<file path="config.mk">
export PLATFORM = sky130hd
export DESIGN_NAME = vram_fill_ctrl
export DESIGN_NICKNAME = d
export VERILOG_FILES = /design/src/rtl/vram_fill_ctrl.sv
export SDC_FILE = /design/constraint.sdc
export NUM_CORES = 1
export LEC_CHECK = 0
export ABC_AREA = 1
export CAP_MARGIN = 20
export CORE_UTILIZATION = 40
export DETAILED_ROUTE_END_ITERATION = 6
export DONT_BUFFER_PORTS = 1
export PLACE_DENSITY = 0.54
export SETUP_SLACK_MARGIN = 0.3
export SYNTH_ARGS = -nofsm -noshare
export SYNTH_HDL_FRONTEND = slang
export SYNTH_SLANG_ARGS = --single-unit
</file>
<file path="constraint.sdc">
create_clock -name cpu_clk -period 2.55 [get_ports cpu_clk]
set_input_delay 0.3825 -clock cpu_clk [delete_from_list [all_inputs] [get_ports cpu_clk]]
set_output_delay 0.3825 -clock cpu_clk [all_outputs]
set_load 0.05 [all_outputs]
</file>
<file path="src/rtl/vram_fill_ctrl.sv">
// vram_fill_ctrl: owns the single framebuffer write port and shares it between
// direct CPU pixel writes (always first) and a clipped rectangle-fill engine.
module vram_fill_ctrl #(
    parameter int WIDTH  = 160,
    parameter int HEIGHT = 100,
    parameter int AW     = 14
) (
    input  logic          cpu_clk,
    input  logic          reset_n,
    input  logic          cpu_wr,
    input  logic [AW-1:0] cpu_addr,
    input  logic [7:0]    cpu_data,
    input  logic          cmd_valid,
    output logic          cmd_ready,
    input  logic [7:0]    cmd_x,
    input  logic [7:0]    cmd_y,
    input  logic [7:0]    cmd_w,
    input  logic [7:0]    cmd_h,
    input  logic [7:0]    cmd_color,
    input  logic          cmd_abort,
    output logic          vram_wr,
    output logic [AW-1:0] vram_addr,
    output logic [7:0]    vram_data,
    output logic          busy,
    output logic          done
);
    localparam logic [8:0]    WIDTH9   = 9'(WIDTH);
    localparam logic [8:0]    HEIGHT9  = 9'(HEIGHT);
    localparam logic [AW-1:0] WIDTH_AW = AW'(WIDTH);

    typedef enum logic [1:0] {ST_IDLE, ST_SETUP, ST_FILL, ST_FINISH} state_t;

    state_t        r_state;
    state_t        w_state_next;

    // Latched command
    logic [7:0]    r_x, r_y, r_w, r_h, r_color;
    // Clipped exclusive end coordinates and walking counters
    logic [8:0]    r_xe, r_ye;
    logic [7:0]    r_cx, r_cy;
    logic [AW-1:0] r_row_base;
    // Registered write port and status
    logic          r_vram_wr;
    logic [AW-1:0] r_vram_addr;
    logic [7:0]    r_vram_data;
    logic          r_busy;
    logic          r_done;

    logic          w_load_cmd;
    logic          w_setup;
    logic          w_fill_issue;
    logic [8:0]    w_x_end, w_y_end, w_xe, w_ye;
    logic          w_empty;
    logic [AW-1:0] w_row_base_calc;
    logic [AW-1:0] w_fill_addr;
    logic          w_row_end;
    logic          w_last;

    // 9-bit sums so x+w past 255 saturates at the edge instead of wrapping
    assign w_x_end = {1'b0, r_x} + {1'b0, r_w};
    assign w_y_end = {1'b0, r_y} + {1'b0, r_h};
    assign w_xe    = (w_x_end > WIDTH9)  ? WIDTH9  : w_x_end;
    assign w_ye    = (w_y_end > HEIGHT9) ? HEIGHT9 : w_y_end;
    assign w_empty = (r_w == 8'd0) || (r_h == 8'd0) ||
                     ({1'b0, r_x} >= WIDTH9) || ({1'b0, r_y} >= HEIGHT9);

    // y*160 = (y<<7)+(y<<5) avoids a multiplier; other widths fall back to a multiply
    generate
        if (WIDTH == 160) begin : g_row_shift
            assign w_row_base_calc = (AW'(r_y) << 7) + (AW'(r_y) << 5);
        end else begin : g_row_mul
            assign w_row_base_calc = AW'(r_y * WIDTH);
        end
    endgenerate

    assign w_fill_addr = r_row_base + AW'(r_cx);
    assign w_row_end   = (({1'b0, r_cx} + 9'd1) == r_xe);
    assign w_last      = w_row_end && (({1'b0, r_cy} + 9'd1) == r_ye);

    // State register
    always_ff @(posedge cpu_clk or negedge reset_n) begin
        if (!reset_n) begin
            r_state <= ST_IDLE;
        end else begin
            r_state <= w_state_next;
        end
    end

    // Next-state and fill-issue decisions; a CPU write stalls the fill in place
    always_comb begin
        w_state_next = r_state;
        w_load_cmd   = 1'b0;
        w_setup      = 1'b0;
        w_fill_issue = 1'b0;
        case (r_state)
            ST_IDLE: begin
                if (cmd_valid) begin
                    w_load_cmd   = 1'b1;
                    w_state_next = ST_SETUP;
                end
            end
            ST_SETUP: begin
                if (cmd_abort) begin
                    w_state_next = ST_IDLE;
                end else begin
                    w_setup      = 1'b1;
                    w_state_next = w_empty ? ST_FINISH : ST_FILL;
                end
            end
            ST_FILL: begin
                if (cmd_abort) begin
                    w_state_next = ST_IDLE;
                end else if (!cpu_wr) begin
                    w_fill_issue = 1'b1;
                    if (w_last) begin
                        w_state_next = ST_FINISH;
                    end
                end
            end
            ST_FINISH: begin
                w_state_next = ST_IDLE;
            end
            default: begin
                w_state_next = ST_IDLE;
            end
        endcase
    end

    // Command latch, clip setup and row-major pixel walk
    always_ff @(posedge cpu_clk or negedge reset_n) begin
        if (!reset_n) begin
            r_x        <= 8'd0;
            r_y        <= 8'd0;
            r_w        <= 8'd0;
            r_h        <= 8'd0;
            r_color    <= 8'd0;
            r_xe       <= 9'd0;
            r_ye       <= 9'd0;
            r_cx       <= 8'd0;
            r_cy       <= 8'd0;
            r_row_base <= '0;
        end else begin
            if (w_load_cmd) begin
                r_x     <= cmd_x;
                r_y     <= cmd_y;
                r_w     <= cmd_w;
                r_h     <= cmd_h;
                r_color <= cmd_color;
            end
            if (w_setup) begin
                r_xe       <= w_xe;
                r_ye       <= w_ye;
                r_cx       <= r_x;
                r_cy       <= r_y;
                r_row_base <= w_row_base_calc;
            end
            if (w_fill_issue && !w_last) begin
                if (w_row_end) begin
                    r_cx       <= r_x;
                    r_cy       <= r_cy + 8'd1;
                    r_row_base <= r_row_base + WIDTH_AW;
                end else begin
                    r_cx <= r_cx + 8'd1;
                end
            end
        end
    end

    // Registered write port: CPU write takes the slot, else the pending fill pixel
    always_ff @(posedge cpu_clk or negedge reset_n) begin
        if (!reset_n) begin
            r_vram_wr   <= 1'b0;
            r_vram_addr <= '0;
            r_vram_data <= 8'd0;
            r_busy      <= 1'b0;
            r_done      <= 1'b0;
        end else begin
            r_vram_wr <= cpu_wr | w_fill_issue;
            if (cpu_wr) begin
                r_vram_addr <= cpu_addr;
                r_vram_data <= cpu_data;
            end else if (w_fill_issue) begin
                r_vram_addr <= w_fill_addr;
                r_vram_data <= r_color;
            end
            r_busy <= (w_state_next == ST_SETUP) || (w_state_next == ST_FILL);
            r_done <= (r_state == ST_FINISH);
        end
    end

    assign cmd_ready = (r_state == ST_IDLE);
    assign vram_wr   = r_vram_wr;
    assign vram_addr = r_vram_addr;
    assign vram_data = r_vram_data;
    assign busy      = r_busy;
    assign done      = r_done;

endmodule

</file>
==> results.md, run 1 <==
- Critical Path Sink Type: register
- DRT antenna net count: 0
- Violated checks: negative hold slack
- Initial core utilization: 0.411
- Crit path DAT: 2500 ps
- Most numerous cell on the critical path: nand2_1
- First-pass GRT wire length: 29300 um
- Die Wd: 135 um
- Leakage Power: 4.20 nW
- Clock Sinks: 115
- Die H: 135 um
- Vias: 6074
- Place WS: 135 ps
- Final period utilization: 0.841
- Worst hold margin: -352 ps
- Avg Synthesized Cell Area: 7.37 um^2
- DR WL/cell: 14.6 um
- FF-to-FF End: r_cx[4]$_DFFE_PN0P_
- Worst Clk Skew: 13.1 ps
- Warnings, synthesis: 0
- WS Path Type: reg2reg
- Critical path's top delay family: simple AND/OR/NAND/NOR gates
- Via density: 4.97
- Peak per-stage delay on the critical path: 390 ps
- Gr ovfl total: 0
- H-tree depth: 4
- Max-cap violations: 0
- Slack of the worst reg-to-reg path: 400 ps
- Worst vdd ir: 0.757 mV
- # port buffers: 0
- DP Wirelength: 13000 um
- Most common cell after layout, fill and taps aside: nand2_1
- Crit-path max FO: 8
- Clk Latency, worst-skew pair: 430 ps
- Max-slew violations: 0
- Initial antenna violation count: 0
- Outcome: finished, violations left
- Final setup TNS: 0 ps
- Post-Route WL: 17900 um
- Number of global-route vias before repair: 5626
- Worst Tran Pin Value: 632 ps
- R2R cell count: 16
- Unrepaired setup endpoints after global routing: yes
- Fin util: 0.472
- Ports: 93
- Critical path's slowest cell: dfrtp_2
- GR Util All Layers: 0.208
- Iter 0 DRT Violations: 346
- Synth-to-Final Area Change: 15.0%
- Final Setup Violations: 0
- DR DRC count: 0
- PwrDens: 1320 nW/um^2
- Core area: 17300 um^2
- Slew HR: 0.579
- CTS buffer count: 17
- Crit path capture: r_cx[4]$_DFFE_PN0P_
- Final min period: 2150 ps
- Clock transition at path regs: 60 ps
- Fill cells: 1811
- Crit path depth: 16
- Crit path from: r_cx[0]$_DFFE_PN0P_
- Yosys reg bits: 115
- Syn nets: 1067
- Clk buf depth: 2
- Register area share after synthesis: 0.405
- Fmax: 466 MHz
- # diodes: 0
- 1st-pass router iterations: 5
- Critical-path cell list: ha_2 > nand2_2 > inv_2 > nor2_1 > nand2_1 > nand2_1 > nor2_2 > nand2_1 > nor2_2 > nand2_2 > nor2_8 > nand2_4 > nand2_8 > buf_4 > nand3_1 > nand2_1
- Final Hold Viols: 115
- Synth unique cells: 41
- CTS Root Cell: clkbuf_16
- Reg area: 2890 um^2
- CP required: 2910 ps
- Worst setup margin: 405 ps
- Final net count: 1087
- WP buf/inv: 2
- Largest net degree at the start of global routing: 116
- Reg2reg start: r_cx[0]$_DFFE_PN0P_
- Layout cells sized above 1: 0.110
- GP Congestion: 0.843
- Post-synth design cell area: 7100 um^2
- Startpoint types: register
- Num rows: 48
- DIE AREA: 18300 um^2
- Most frequent cells in the layout: nand2_1 (373), dfrtp_1 (109), inv_1 (94), nand3_1 (66), o21ai_0 (46)
- Post-Syn Instances: 963
- Hold Path Class: in2async
- CTS tree: yes
- Footprint of the multi-input gates: 3840 um^2
## area by class of cell
| type | instances | share of cell area |
|---|---|---|
| clock buffer | 19 | 0.0542 |
| clock inverter | 13 | 0.0158 |
| inverter | 99 | 0.0455 |
| multi-input combinational | 721 | 0.470 |
| sequential | 115 | 0.353 |
| tap | 225 | 0.0345 |
| timing repair buffer | 29 | 0.0267 |
## power by group
part | switching [mW] | internal [mW]
Combinational | 3.01 | 1.94
Sequential | 1.07 | 2.50
Clock | 0.914 | 1.38
## kinds of logic after synthesis
logic type / count (synthesis) / synth area share
compound gates: 125 / 0.0992
xor+xnor: 29 / 0.0377
fa+ha+maj: 37 / 0.0694
buf+inv: 127 / 0.0700
flops: 115 / 0.405
simple gates: 530 / 0.318
## registers in the layout (all words and copies together), names as in the netlist, 2 cells and up
name	count
r_color	8
r_cx	8
r_cy	8
r_h	8
r_row_base	14
r_state	2
r_w	8
r_x	8
r_xe	9
r_y	8
r_ye	9
vram_addr	14
vram_data	8
## synth_stat cells
| cell type | count | area [um^2] |
|---|---|---|
| o21ai_0 | 49 | 245 |
| nand3_1 | 69 | 345 |
| inv_1 | 94 | 353 |
| nor3_1 | 5 | 25.0 |
| nor4_1 | 3 | 18.8 |
| nand2_2 | 6 | 37.5 |
| clkbuf_1 | 22 | 82.6 |
| o311ai_0 | 2 | 17.5 |
| nor2_8 | 1 | 20.0 |
| a22o_1 | 1 | 8.76 |
| xnor2_1 | 10 | 87.6 |
| xnor3_1 | 1 | 22.5 |
| xor2_1 | 18 | 158 |
| a21oi_1 | 27 | 135 |
| ha_1 | 33 | 413 |
| nor2_1 | 37 | 139 |
| buf_6 | 2 | 22.5 |
| clkinv_1 | 1 | 3.75 |
| buf_2 | 4 | 20.0 |
| o21bai_1 | 5 | 37.5 |
| o211ai_1 | 12 | 90.1 |
| a211oi_1 | 1 | 7.51 |
| dfrtp_1 | 115 | 2880 |
| inv_2 | 4 | 15.0 |
| nand3_4 | 1 | 17.5 |
| nor2_4 | 4 | 45.0 |
| nand3_2 | 2 | 20.0 |
| fa_1 | 4 | 80.1 |
| o21ai_1 | 15 | 75.1 |
| nand3b_1 | 5 | 37.5 |
| a21o_1 | 1 | 7.51 |
| nand4_1 | 11 | 68.8 |
| or2_2 | 3 | 18.8 |
| a31oi_1 | 2 | 12.5 |
| o22ai_1 | 6 | 37.5 |
| nand2_1 | 375 | 1410 |
| a22oi_1 | 1 | 7.51 |
| o21a_1 | 3 | 22.5 |
| nor2_2 | 5 | 31.3 |
| nand2_4 | 2 | 22.5 |
| or2_0 | 1 | 6.26 |
## metrics by stage
stage | instance area, um^2 | instances | total power [mW]
after floorplan | 7100 | 963 | 7.06
after global placement | 7370 | 1175 | 8.28
after detailed placement | 7370 | 1175 | 8.30
after CTS | 7970 | 1208 | 10.7
after global routing | 8170 | 1221 | 11.8
final | 8170 | 1221 | 10.8
## what timing repair did
item                                   CTS  global route
setup endpoints to repair               22            44
gates resized for setup                  5            27
pin swaps                                0             5
buffers inserted                         1            13
endpoints found under the hold margin  115           115
## worst reg2reg max path, stage by stage (launching register included)
cell and delay (ps):
dfrtp_2 390, ha_2 220, nand2_2 90, inv_2 70, nor2_1 50, nand2_1 60
nand2_1 50, nor2_2 150, nand2_1 80, nor2_2 90, nand2_2 90, nor2_8 190
nand2_4 120, nand2_8 110, buf_4 170, nand3_1 80, nand2_1 70
## how the worst min path moves through the flow
| stage | to | slack [ps] |
|---|---|---|
| CTS | vram_addr[2]$_DFFE_PN0P_ | -360 |
| floorplan | busy$_DFF_PN0_ | 90 |
| global route | r_row_base[1]$_DFFE_PN0P_ | -360 |
| finish | r_row_base[1]$_DFFE_PN0P_ | -350 |
| detailed placement | r_cy[5]$_DFF_PN0_ | 90 |
| global placement | r_cy[5]$_DFF_PN0_ | 90 |
## per-layer routing
| layer | part of all wire | vias up | track usage |
|---|---|---|---|
| met5 | 0 | - | 0 |
| met4 | 0.013 | 0 | 0.0643 |
| met1 | 0.51 | 2814 | 0.299 |
| li1 | - | 3147 | - |
| met3 | 0.029 | 22 | 0.0412 |
| met2 | 0.45 | 91 | 0.312 |
No activity file was read; power rests on OpenSTA's default activity.
==> run 2: changes to the inputs <==
Clock period 2.55 ns to 2.1 ns, I/O delays scaled along.
==> results.md, run 2 (synthesis results as in run 1) <==
- Outcome: finished, violations left
- Violated checks: negative hold slack
- Number of global-route vias before repair: 6158
- Final period utilization: 0.993
- Max-cap violations: 0
- GR Util All Layers: 0.225
- Unrepaired setup endpoints after global routing: yes
- Largest net degree at the start of global routing: 116
- Hold Path Class: in2async
- H-tree depth: 4
- Die H: 135 um
- Clk pwr share: 0.182
- GP Congestion: 0.837
- Internal power: 8.19 mW
- Fill cells: 1652
- CTS tree: yes
- WP buf/inv: 1
- DRT antenna net count: 0
- Worst hold margin: -417 ps
- Num rows: 48
- CTS buffer count: 17
- Placed Cells incl. Taps: 1192
- Final min period: 2080 ps
- Worst Tran Pin Value: 505 ps
- Slew HR: 0.663
- DP Wirelength: 13400 um
- Worst Clk Skew: 7.54 ps
- Core area: 17300 um^2
- CP required: 2400 ps
- Fin util: 0.541
- Vias: 6504
- Startpoint types: register
- Switching part of the total: 0.467
- Leakage Power: 4.58 nW
- Flop pwr share: 0.286
- Clk Latency, worst-skew pair: 420 ps
- Sw power: 7.17 mW
- Final Setup Violations: 0
- Peak per-stage delay on the critical path: 390 ps
- Critical-path cell list: ha_2 > inv_2 > fa_2 > nand3b_1 > nand2_2 > nand2_2 > nand2_2 > a21oi_4 > o21ai_4 > nand3_2 > nand3_2 > nand3_2
- Max-slew violations: 0
- WS Path Type: reg2reg
- First-pass GRT wire length: 31800 um
- Most common cell after layout, fill and taps aside: nand2_1
- Place WS: -68.2 ps
- Clock transition at path regs: 60 ps
- Iter 0 DRT Violations: 366
- 1st-pass router iterations: 7
- Final instance count without filler cells: 1286
- DR WL/cell: 15.7 um
- Combinational power share: 0.532
- DIE AREA: 18300 um^2
- Fmax: 480 MHz
- Footprint of the multi-input gates: 4410 um^2
- # port buffers: 0
- DR DRC count: 0
- Crit-path max FO: 6
- Initial antenna violation count: 0
- Final instance area: 9360 um^2
- Via density: 5.06
- Critical path's top delay family: simple AND/OR/NAND/NOR gates
- # diodes: 0
- Worst vdd ir: 0.861 mV
- Worst setup margin: 15.2 ps
- Placed Area: 7670 um^2
- PwrDens: 1640 nW/um^2
- Crit path DAT: 2390 ps
- Clk buf depth: 2
- Post-Route WL: 20200 um
- Clock Sinks: 115
- Final net count: 1152
- Critical path's slowest cell: dfrtp_1
- Most frequent cells in the layout: nand2_1 (347), dfrtp_1 (102), inv_1 (91), buf_4 (56), nand3_1 (47)
- Reg area: 2890 um^2
- Final Hold Viols: 115
- Gr ovfl total: 0
- Hold Buf Count CTS: 22
- CTS Root Cell: clkbuf_16
- Initial core utilization: 0.411
- Die Wd: 135 um
- Critical Path Sink Type: register
- Synth-to-Final Area Change: 31.8%
- Ports: 93
- Layout cells sized above 1: 0.245
## run 2: cell types whose count changed in the layout (fill, tap and decap cells not counted), sizes merged
cell	previous run	this run
buf	29	70
bufinv	1	0
clkbuf	19	17
clkinv	9	3
dlygate4sd3	0	22
inv	100	109
nand3	72	74
## run 2: path summary, 6_finish.rpt
| path | end | start | cells after the start | slack (ps) |
|---|---|---|---|---|
| min | vram_addr[4]$_DFFE_PN0P_ | reset_n | 0 | -420 |
| min in group cpu_clk | r_color[7]$_DFFE_PN0P_ | cmd_color[7] | 2 | 10 |
| max in group asynchronous | r_y[2]$_DFFE_PN0P_ | reset_n | 0 | 2320 |
| max | vram_addr[10]$_DFFE_PN0P_ | r_row_base[0]$_DFFE_PN0P_ | 12 | 20 |
| min reg2reg | r_xe[3]$_DFFE_PN0P_ | r_xe[3]$_DFFE_PN0P_ | 2 | 490 |
| max reg2reg | vram_addr[10]$_DFFE_PN0P_ | r_row_base[0]$_DFFE_PN0P_ | 12 | 20 |
## run 2: timing repair
item,CTS,global route
buffers inserted,27,11
setup endpoints to repair,51,52
hold endpoints to repair,137,115
gates resized for setup,66,76
cloned,0,2
pin swaps,24,40
## run 2: per-layer routing
metal  share of wire  global-route usage  routed length [um]  vias to the layer above
met5               0                   0                   0                        -
met4           0.014              0.0630                 273                        0
met3           0.039              0.0434                 794                       20
met2            0.45               0.345                9170                      146
met1            0.49               0.320                9930                     3058
li1                -                   -                   -                     3280
## run 2: power by group through the flow
stage | Clock [mW] | Sequential, mW | Combinational, mW
finish | 2.80 | 4.40 | 8.17
global route | 2.92 | 4.49 | 9.12
floorplan | 0 | 4.07 | 4.73
CTS | 2.85 | 4.35 | 7.18
detailed placement | 0 | 4.34 | 6.20
global placement | 0 | 4.33 | 6.19
## run 2: layout make-up
cell class                      instances  area share
Sequential cell                       115       0.309
Tap cell                              225      0.0301
Clock inverter                         15      0.0143
Clock buffer                           17      0.0455
Inverter                               99      0.0397
Timing Repair Buffer                   92      0.0895
Multi-Input combinational cell        723       0.472
## run 2: stage by stage
stage | total power, mW | TNS (ps)
6_report | 15.4 | 0
5_1_grt | 16.5 | -1650
4_1_cts | 14.4 | 0
3_5_place_dp | 10.5 | -619
3_3_place_gp | 10.5 | -490
2_1_floorplan | 8.80 | 0
